## src/rtl/pc_fetch_ctrl.sv

```systemverilog
// Fetch sequencer: owns the PC, drives the next-PC unit operands, and runs the
// imem req/ready and decode valid/ack handshakes with redirect squashing.
module pc_fetch_ctrl #(
    parameter logic [31:0] RESET_PC = 32'h0000_3000
) (
    input  logic        clk,
    input  logic        rstn,
    input  logic        stall,
    output logic        imem_req,
    output logic [31:0] imem_addr,
    input  logic        imem_ready,
    input  logic [31:0] imem_rdata,
    output logic        inst_valid,
    output logic [31:0] inst,
    output logic [31:0] inst_pc,
    input  logic        inst_ack,
    input  logic        redir_valid,
    input  logic [1:0]  redir_op,
    input  logic [31:0] redir_pc,
    input  logic [25:0] redir_imm,
    input  logic [31:0] redir_rd1,
    output logic [31:0] npc_pc,
    output logic [1:0]  npc_op,
    output logic [25:0] npc_imm,
    output logic [31:0] npc_rd1,
    input  logic [31:0] npc_in,
    output logic [31:0] pc
);

    typedef enum logic [1:0] {IDLE, REQ, HOLD} state_t;

    state_t      state, state_nxt;
    logic        discard;
    logic [31:0] tgt_buf;
    logic [31:0] tgt;

    // Word-aligned result of the next-PC unit; every PC load goes through this.
    assign tgt = npc_in & ~32'h3;

    always_comb begin
        npc_pc  = pc;
        npc_op  = 2'd0;
        npc_imm = '0;
        npc_rd1 = '0;
        if (redir_valid) begin
            npc_pc  = redir_pc;
            npc_op  = redir_op;
            npc_imm = redir_imm;
            npc_rd1 = redir_rd1;
        end
    end

    assign imem_req  = (state == REQ);
    assign imem_addr = pc;

    always_comb begin
        state_nxt = state;
        case (state)
            IDLE: if (!stall) state_nxt = REQ;
            REQ: begin
                if (imem_ready) begin
                    if (discard || redir_valid) state_nxt = stall ? IDLE : REQ;
                    else                        state_nxt = HOLD;
                end
            end
            HOLD: if (redir_valid || inst_ack) state_nxt = stall ? IDLE : REQ;
            default: state_nxt = IDLE;
        endcase
    end

    always_ff @(posedge clk or negedge rstn) begin
        if (!rstn) state <= IDLE;
        else       state <= state_nxt;
    end

    always_ff @(posedge clk or negedge rstn) begin
        if (!rstn) begin
            pc         <= RESET_PC;
            inst_valid <= 1'b0;
            inst       <= '0;
            inst_pc    <= '0;
            discard    <= 1'b0;
            tgt_buf    <= '0;
        end else begin
            case (state)
                IDLE: if (redir_valid) pc <= tgt;
                REQ: begin
                    if (!imem_ready) begin
                        // Keep the address stable; park the target until memory completes.
                        if (redir_valid) begin
                            tgt_buf <= tgt;
                            discard <= 1'b1;
                        end
                    end else if (discard || redir_valid) begin
                        discard <= 1'b0;
                        pc      <= redir_valid ? tgt : tgt_buf;
                    end else begin
                        inst       <= imem_rdata;
                        inst_pc    <= pc;
                        inst_valid <= 1'b1;
                    end
                end
                HOLD: begin
                    if (redir_valid || inst_ack) begin
                        inst_valid <= 1'b0;
                        pc         <= tgt;
                    end
                end
                default: ;
            endcase
        end
    end

endmodule

```

## config.mk

```make
export PLATFORM = sky130hd
export DESIGN_NAME = pc_fetch_ctrl
export DESIGN_NICKNAME = d
export VERILOG_FILES = /design/src/rtl/pc_fetch_ctrl.sv
export SDC_FILE = /design/constraint.sdc
export NUM_CORES = 1
export LEC_CHECK = 0
export BUFFER_PORTS_ARGS = -buffer_cell sky130_fd_sc_hd__buf_4
export CORE_AREA = 2 2 148 150
export DETAILED_ROUTE_END_ITERATION = 8
export DIE_AREA = 0 0 150 152
export GPL_ROUTABILITY_DRIVEN = 1
export MAX_ROUTING_LAYER = met4
export PLACE_DENSITY_LB_ADDON = 0.2
export SYNTH_ARGS = -nofsm -noshare
export SYNTH_HDL_FRONTEND = slang
export SYNTH_SLANG_ARGS = --single-unit
```

## constraint.sdc

```tcl
create_clock -name clk -period 2.3 [get_ports clk]
set_clock_uncertainty 0.05 [all_clocks]
set_input_delay 0.23 -clock clk [delete_from_list [all_inputs] [get_ports clk]]
set_output_delay 0.23 -clock clk [all_outputs]
set_load 0.05 [all_outputs]
```

==> impl_metrics.csv, run 1 <==
group,metric,value,unit
run_status,status,"finished, final reports clean",
floorplanning,core,21400,um^2
floorplanning,die_h,152,um
setup_path,path_max_fanout,17,
timing,finalMaxSlewViolations,0,
timing,worstMarginPinSlew,529,ps
floorplanning,start_util,0.309,
setup_path,end_kind,"flop",
finish,area_growth,63.4,%
floorplanning,die_x,150,um
power_and_ir_drop,clockPowerShare,0.170,
power_and_ir_drop,pwr-share-comb,0.567,
global_routing,overflow,0,
floorplanning,dieArea,22800,um^2
clocking,cts-root-buf,"clkbuf_16",
setup_path,cp_cell_sequence,"nand2b_4 -> inv_2 -> and3_2 -> buf_12 -> mux2_2",
route,viasPerCell,4.31,
clocking,cts.repair.resized,0,
logic_synthesis,ys_ff_latch,132,
logic_synthesis,yosysUniqueCellTypes,28,
logic_synthesis,syn-num-nets,633,
timing,fin_setup_tns,0,ps
clocking,cts_tree,"built",
finish,seqCellArea,3310,um^2
power_and_ir_drop,power.internal,8090,uW
clocking,cts.sinks,132,
timing,max-slew-margin-rel,0.647,
route,final_antenna_net_count,0,
setup_path,max_stage_delay,420,ps
timing,rsz0062_at_grt,"no",
global_routing,grt_pass1_vias,5146,
placement,dp_cells,1085,
clocking,cts_buffer_depth,2,
clocking,cts_buffers,17,
setup_path,cp_slowest_cell,"dfrtp_1",
route,num_vias,5085,
logic_synthesis,synthCells,471,
power_and_ir_drop,p_total,15500,uW
clocking,clk_pin_slew,50,ps
power_and_ir_drop,sw_frac_of_total,0.479,
finish,fillCellCount,1917,
placement,gp_congestion,0.843,
logic_synthesis,synth_area,6600,um^2
finish,final_cells,1179,
global_routing,grt_pass1_wl,29200,um
clocking,h-tree-depth,4,
hold_path,min_from,"npc_in[13]",
setup_path,path_buf_inv,2,
placement,portBuffers,381,
power_and_ir_drop,vdd_ir_drop_max,748,uV
global_routing,track_usage,0.170,
logic_synthesis,ys_warn_count,0,
power_and_ir_drop,leakagePower,0.00533,uW
power_and_ir_drop,p_seq_frac,0.263,
clocking,clock_latency,410,ps
timing,hold_violations,0,
timing,fin_crit,1820,ps
setup_path,startpoint_type,"flop",
route,routed_wl,18900,um
placement,dp_hpwl,13500,um
finish,drive_gt1_frac,0.684,
logic_synthesis,synth_top_cell_area_share,0.493,
finish,fin_nets,1049,
global_routing,antenna_found_initial,0,
logic_synthesis,syn-mean-instance-area,14.0,um^2
logic_synthesis,ys_top_cells_by_area,"dfrtp_1, mux2_2, mux2_4",
setup_path,arrival,2060,ps
timing,whs,26.6,ps
finish,antenna_cells,0,
timing,setup_viol,0,
logic_synthesis,synth.largest_area_cell,"dfrtp_1",
floorplanning,io_pins,384,
route,drcViolationCount,0,
global_routing,grt_max_degree,56,
clocking,holdBufCountCts,63,
run,drv_cap,0,
finish,multi_input_area,2840,um^2
timing,post-route-period-util,0.793,
route,drtIter0Drc,157,
power_and_ir_drop,p_switching,7430,uW
placement,pre_cts_ws,478,ps
setup_path,regToRegStartpoint,"state[1]",
setup_path,worstPathRequired,2540,ps
timing,finalWorstSetupSlack,475,ps
setup_path,criticalPathCategory,"reg -> reg",
route,first_pass_iters,4,
power_and_ir_drop,p_per_area,1440,nW/um^2
logic_synthesis,seq_area_frac_synth,0.501,
floorplanning,num_rows,54,
setup_path,crit_family,"simple AND/OR/NAND/NOR gates",
setup_path,critPathLaunch,"state[1]",
hold_path,holdCritPathClass,"in -> reg",
timing,max_freq,0.548,GHz
clocking,cts_setup_buffers,0,
route,post_drt_wl_per_cell,16.1,um
-- registers in the layout, summed over array words and instances, names as in the netlist --
signal      flops
tgt_buf        32
state           2
discard         1
inst_pc        32
inst_valid      1
imem_addr      32
inst           32
-- cell usage after synthesis --
cell type,count
a21o_1,2
a21oi_1,2
a22oi_1,1
a2bb2oi_2,1
and2_1,60
and3_1,1
buf_1,1
buf_2,7
buf_4,35
buf_6,10
clkbuf_1,7
dfrtp_1,130
dfstp_2,2
inv_1,6
inv_2,1
mux2_1,2
mux2_2,134
mux2_4,48
mux2i_1,2
nand2_1,5
nand2b_1,1
nand2b_4,1
nand3_2,1
nor2_1,2
nor2_8,1
nor2b_1,2
o21ai_0,5
o31ai_1,1
-- placed cells by master (no fill, tap or decap), types with 3 or more instances in the layout --
| cell | n |
|---|---|
| buf_12 | 7 |
| dfrtp_1 | 130 |
| and2_1 | 60 |
| clkinv_4 | 3 |
| o21ai_0 | 5 |
| clkinv_2 | 5 |
| mux2_2 | 134 |
| inv_1 | 6 |
| buf_4 | 386 |
| dlygate4sd3_1 | 63 |
| clkbuf_16 | 17 |
| mux2_4 | 48 |
| nand2_1 | 5 |
-- metrics by stage --
stage,util,cell area [um^2]
after CTS,0.505,10800
after global placement,0.448,9570
after detailed placement,0.448,9570
after global routing,0.505,10800
after floorplan,-,6600
final,0.505,10800
-- kinds of logic (layout without fill, tap and decap cells) --
logic type / Yosys count / in the layout / synth area share
flip-flops: 132 / 132 / 0.501
multiplexers: 186 / 186 / 0.345
buffers and inverters: 67 / 495 / 0.0708
AND/OR/NAND/NOR: 74 / 74 / 0.0713
AO/OA/AOI/OAI: 12 / 12 / 0.0121
-- final cells by class --
cell class                      instances  area share
Clock buffer                           18      0.0407
Sequential cell                       132       0.307
Tap cell                              280      0.0325
Multi-Input combinational cell        272       0.264
Inverter                                7     0.00244
Clock inverter                         13      0.0125
Timing Repair Buffer                  457       0.341
-- worst register-to-register path: stages (launching register included) --
cell and delay [ps]:
dfrtp_1 420, nand2b_4 200, inv_2 70, and3_2 410
buf_12 210, mux2_2 350
-- per-layer routing --
layer	vias up	wire, um	global-route usage	share of wire
li1	2419	-	-	-
met1	2480	8510	0.223	0.45
met2	169	9270	0.265	0.49
met3	17	935	0.0372	0.049
met4	0	227	0.0499	0.012
met5	-	0	-	0
-- path summary, 6_finish.rpt --
kind                       slack (ps)  cells past startpoint     endpoint
max                               480                      5   tgt_buf[8]
min                                30                      2  tgt_buf[13]
max reg2reg                       480                      5   tgt_buf[8]
min reg2reg                       440                      1  tgt_buf[29]
max in group asynchronous        1220                      3  tgt_buf[21]
min in group asynchronous         300                      2  inst_pc[14]
-- power by group through the flow --
stage / sequential, uW / combinational (uW) / clock (uW)
after floorplan: 6760 / 3700 / 0
after global placement: 4090 / 8740 / 0
after detailed placement: 4110 / 8770 / 0
after CTS: 4090 / 8870 / 2730
after global routing: 4240 / 9110 / 2860
final: 4080 / 8800 / 2640
No activity file was read; power rests on OpenSTA's default activity.
==> run 2: changes to the inputs <==
==> constraint.sdc (replaced) <==
create_clock -name clk -period 1.75 [get_ports clk]
set_clock_uncertainty 0.05 [all_clocks]
set_input_delay 0.175 -clock clk [delete_from_list [all_inputs] [get_ports clk]]
set_output_delay 0.175 -clock clk [all_outputs]
set_load 0.05 [all_outputs]
==> run 2 against run 1 <==
Against the previous run:
- register-to-register slack lost 390 ps
- non-clock buffer count grew 11
- via count grew 1.6%
- critical path type unchanged
- largest cell class unchanged
- highest routed layer unchanged
==> impl_metrics.csv, run 2 (same netlist as run 1, synthesis figures left out) <==
group,metric,value,unit
run_status,status,"finished, final reports clean",
power_and_ir_drop,leakagePower,0.00537,uW
floorplanning,die_x,150,um
clocking,cts-root-buf,"clkbuf_16",
route,routed_wl,18900,um
timing,hold_violations,0,
timing,rsz0062_at_grt,"no",
global_routing,grt_pass1_wl,29700,um
global_routing,antenna_found_initial,0,
timing,fin_crit,1660,ps
clocking,clk_pin_slew,60,ps
setup_path,path_max_fanout,19,
route,num_vias,5168,
clocking,cts_buffers,17,
setup_path,startpoint_type,"flop",
floorplanning,core,21400,um^2
route,first_pass_iters,4,
timing,post-route-period-util,0.951,
setup_path,arrival,1920,ps
finish,area_growth,64.8,%
hold_path,holdCritPathClass,"in -> async",
route,viasPerCell,4.34,
route,drtIter0Drc,142,
global_routing,grt_pass1_vias,5274,
power_and_ir_drop,pwr-share-comb,0.574,
finish,final_common_cell,"buf_4",
floorplanning,start_util,0.309,
floorplanning,io_pins,384,
clocking,cts_tree,"built",
clocking,h-tree-depth,4,
setup_path,criticalPathCategory,"reg -> reg",
floorplanning,die_h,152,um
timing,finalMaxSlewViolations,0,
power_and_ir_drop,sw_frac_of_total,0.483,
power_and_ir_drop,vdd_ir_drop_max,1220,uV
global_routing,grt_max_degree,46,
finish,fin_nets,1060,
timing,max_freq,0.601,GHz
placement,portBuffers,381,
global_routing,track_usage,0.172,
placement,gp_congestion,0.833,
power_and_ir_drop,p_switching,9810,uW
power_and_ir_drop,p_seq_frac,0.263,
clocking,cts.sinks,132,
power_and_ir_drop,p_per_area,1870,nW/um^2
route,post_drt_wl_per_cell,15.9,um
placement,dp_hpwl,13800,um
timing,fin_setup_tns,0,ps
setup_path,worstPathRequired,2000,ps
finish,drive_gt1_frac,0.685,
timing,worstMarginPinSlew,427,ps
setup_path,end_kind,"flop",
route,final_antenna_net_count,0,
power_and_ir_drop,power.internal,10500,uW
floorplanning,num_rows,54,
finish,antenna_cells,0,
floorplanning,dieArea,22800,um^2
run,drv_cap,0,
finish,layout_common_cells,"buf_4, mux2_2, dfrtp_1",
route,drcViolationCount,0,
clocking,clock_latency,420,ps
power_and_ir_drop,clockPowerShare,0.162,
timing,setup_viol,0,
timing,max-slew-margin-rel,0.716,
global_routing,overflow,0,
power_and_ir_drop,p_total,20300,uW
clocking,cts_buffer_depth,2,
run 2: metrics by stage:
step                       util  cells  instance area (um^2)  hold WS [ps]  setup slack (ps)
after floorplan               -    471                  6600          -171              19.3
after global placement    0.452   1093                  9660          90.8              59.7
after detailed placement  0.452   1093                  9660          87.0              40.6
after CTS                 0.509   1190                 10900           201              25.3
after global routing      0.509   1190                 10900           225              19.1
final                     0.509   1190                 10900           194              85.2
run 2: path summary, 6_finish.rpt:
path / from / endpoint / slack [ps] / depth (start not counted)
setup / recovery: state[1] / imem_addr[5] / 90 / 5
hold / removal: rstn / inst[23] / 190 / 2
setup reg to reg: state[1] / imem_addr[5] / 90 / 5
hold reg to reg: tgt_buf[29] / tgt_buf[29] / 430 / 1
max in group asynchronous: rstn / tgt_buf[27] / 870 / 3
min in group clk: redir_valid / inst_valid / 210 / 4
run 2: power by group through the flow:
stage	Combinational, uW	Sequential [uW]	Clock (uW)
5_1_grt	12100	5580	3540
4_1_cts	11800	5380	3400
6_report	11700	5360	3300
3_5_place_dp	11600	5400	0
3_3_place_gp	11600	5380	0
2_1_floorplan	4860	8890	0
run 2: layout make-up:
type	count	area, um^2
clock inverters	13	111
well taps	280	350
repair buffers	468	3800
flip-flops and latches	132	3310
clock buffers	18	429
multi-input cells	272	2840
inverters	7	26.3
fillers	1932	10500
run 2: layer usage:
metal,vias up,GRT usage,routed length (um)
met5,-,-,0
met4,0,0.0535,270
met3,21,0.0381,1110
met2,175,0.264,9120
met1,2535,0.226,8440
li1,2437,-,-
run 2: timing repair:
| item | CTS | global route |
|---|---|---|
| buffers inserted | 0 | 0 |
| endpoints found under the setup margin | 0 | 12 |
| hold buffers | 66 | 0 |
| endpoints found under the hold margin | 125 | 0 |
| gates resized for setup | 0 | 2 |
run 2: critical path: stages, from the launching register on:
cell and delay [ps]:
dfrtp_1 370, nand2b_4 170, nor2_8 130, buf_12 190, mux2_2 340, mux2_1 280
==> run 3: changes to the inputs <==
--- a/config.mk
+++ b/config.mk
@@ -12,6 +12,7 @@
 export GPL_ROUTABILITY_DRIVEN = 1
 export MAX_ROUTING_LAYER = met4
 export PLACE_DENSITY_LB_ADDON = 0.2
+export SETUP_SLACK_MARGIN = 0.15
 export SYNTH_ARGS = -nofsm -noshare
 export SYNTH_HDL_FRONTEND = slang
 export SYNTH_SLANG_ARGS = --single-unit
==> run 3 against run 2 <==
Against the previous run:
- cell count grew 1.2%
- die area is the same
- worst hold slack gained 20 ps
- clock power grew 12%
- largest power group unchanged
- via count grew 3.4%
- sequential share of layout area shrank 1.8 points
- global-route usage grew 0.93 points
- sequential cell count is the same
- maximum frequency shrank 1.1%
- combinational power grew 6%
- routed wire length grew 13%
- non-clock buffer count grew 12
==> impl_metrics.csv, run 3 (same netlist as run 1, synthesis figures left out) <==
group,metric,value,unit
run_status,status,"finished, final reports clean",
route,viasPerCell,4.44,
setup_path,critPathLaunch,"state[1]",
setup_path,arrival,1930,ps
route,post_drt_wl_per_cell,17.8,um
timing,max-slew-margin-rel,0.730,
route,drtIter0Drc,201,
setup_path,worstPathRequired,1990,ps
placement,placed_area,9680,um^2
power_and_ir_drop,pwr-share-comb,0.575,
floorplanning,die_h,152,um
clocking,cts_buffers,17,
global_routing,grt_pass1_vias,5579,
finish,final_core_util,0.541,
hold_path,holdCritPathClass,"in -> async",
clocking,clock_latency,410,ps
placement,gp_congestion,0.920,
global_routing,grt_pass1_wl,31400,um
power_and_ir_drop,clockPowerShare,0.172,
finish,fillCellCount,1840,
timing,post-route-period-util,0.962,
global_routing,grt_max_degree,81,
setup_path,path_max_fanout,18,
power_and_ir_drop,leakagePower,0.00585,uW
global_routing,use_met3,0.0336,
finish,fin_nets,1072,
global_routing,busiest_layer,"met2",
clocking,clk_pin_slew,60,ps
finish,area_growth,75.2,%
setup_path,startpoint_type,"flop",
floorplanning,io_pins,384,
setup_path,end_kind,"flop",
floorplanning,dieArea,22800,um^2
timing,fin_crit,1680,ps
placement,portBuffers,381,
finish,final_common_cell,"buf_4",
power_and_ir_drop,power.internal,11400,uW
timing,worstMarginPinSlew,405,ps
timing,hold_violations,0,
power_and_ir_drop,vdd_ir_drop_max,1430,uV
setup_path,criticalPathCategory,"reg -> reg",
clocking,h-tree-depth,4,
timing,fin_setup_tns,0,ps
global_routing,track_usage,0.181,
power_and_ir_drop,p_per_area,1860,nW/um^2
finish,drive_gt1_frac,0.731,
timing,finalMaxSlewViolations,0,
route,routed_wl,21500,um
global_routing,antenna_found_initial,0,
clocking,cts_buffer_depth,2,
placement,dp_hpwl,14600,um
setup_path,regToRegStartpoint,"state[1]",
floorplanning,start_util,0.309,
clocking,cts-root-buf,"clkbuf_16",
floorplanning,num_rows,54,
global_routing,grt_util_met1,0.219,
power_and_ir_drop,sw_frac_of_total,0.470,
power_and_ir_drop,p_switching,10100,uW
route,num_vias,5342,
route,final_antenna_net_count,0,
timing,rsz0062_at_grt,"yes",
timing,setup_viol,0,
finish,final_area,11600,um^2
clocking,cts.sinks,132,
global_routing,met2_usage,0.309,
finish,layout_common_cells,"buf_4, dfrtp_1, mux2_4",
floorplanning,die_x,150,um
power_and_ir_drop,p_seq_frac,0.253,
run,drv_cap,0,
route,drcViolationCount,0,
floorplanning,core,21400,um^2
global_routing,overflow,0,
clocking,cts_tree,"built",
route,first_pass_iters,4,
timing,max_freq,0.594,GHz
-- run 3: cell types whose count changed in the layout (fill, tap and decap cells not counted), sizes merged --
cell      before  now
inv            8   10
clkbuf        18   24
clkinvlp       4    2
buf          402  408
bufinv         1    3
clkinv         7    6
diode          0    1
-- run 3: final timing paths --
check,end,slack (ps),depth (start not counted)
setup / recovery,imem_addr[6],70,5
max in group asynchronous,imem_addr[12],780,3
hold / removal,inst[27],210,2
min in group clk,imem_addr[0],260,5
hold reg to reg,tgt_buf[9],460,1
setup reg to reg,imem_addr[6],70,5
-- run 3: what timing repair did --
item / CTS / global route
gates resized for setup: 2 / 88
gates cloned: 0 / 10
setup endpoints to repair: 46 / 109
hold endpoints to repair: 106 / 0
setup buffers: 0 / 7
hold buffers: 66 / 0
pin swaps: 0 / 1
-- run 3: stage by stage --
stage	total power, uW	hold WS (ps)	std cells	setup WS [ps]
5_1_grt	22400	231	1203	0.0659
6_report	21500	214	1204	66.3
3_3_place_gp	17000	64.6	1088	73.5
4_1_cts	21100	189	1186	44.3
2_1_floorplan	13800	-171	471	94.4
3_5_place_dp	17100	71.3	1088	38.3
-- run 3: per-layer routing --
metal  part of all wire  up-vias
li1                   -     2462
met1               0.42     2686
met2               0.52      178
met3              0.046       16
met4              0.011        0
met5                  0        -
-- run 3: final cells by class --
type | count | area (um^2) | share of cell area
Antenna cell | 1 | 2.50 | 0.000217
Clock buffer | 18 | 439 | 0.0380
Clock inverter | 14 | 176 | 0.0153
Inverter | 7 | 28.8 | 0.00249
Multi-Input combinational cell | 272 | 3140 | 0.272
Sequential cell | 132 | 3310 | 0.287
Tap cell | 280 | 350 | 0.0303
Timing Repair Buffer | 480 | 4110 | 0.355
-- run 3: power groups by stage --
stage / sequential, uW / clock [uW] / combinational, uW
final: 5440 / 3700 / 12400
after global routing: 5640 / 3980 / 12800
after CTS: 5410 / 3820 / 11800
after detailed placement: 5440 / 0 / 11700
after global placement: 5360 / 0 / 11600
after floorplan: 8890 / 0 / 4880
-- run 3: critical path, stage by stage (launching register included) --
cell	delay, ps
dfrtp_1	380
nand2b_4	180
nor2_8	150
buf_12	190
mux2_2	340
mux2_2	260
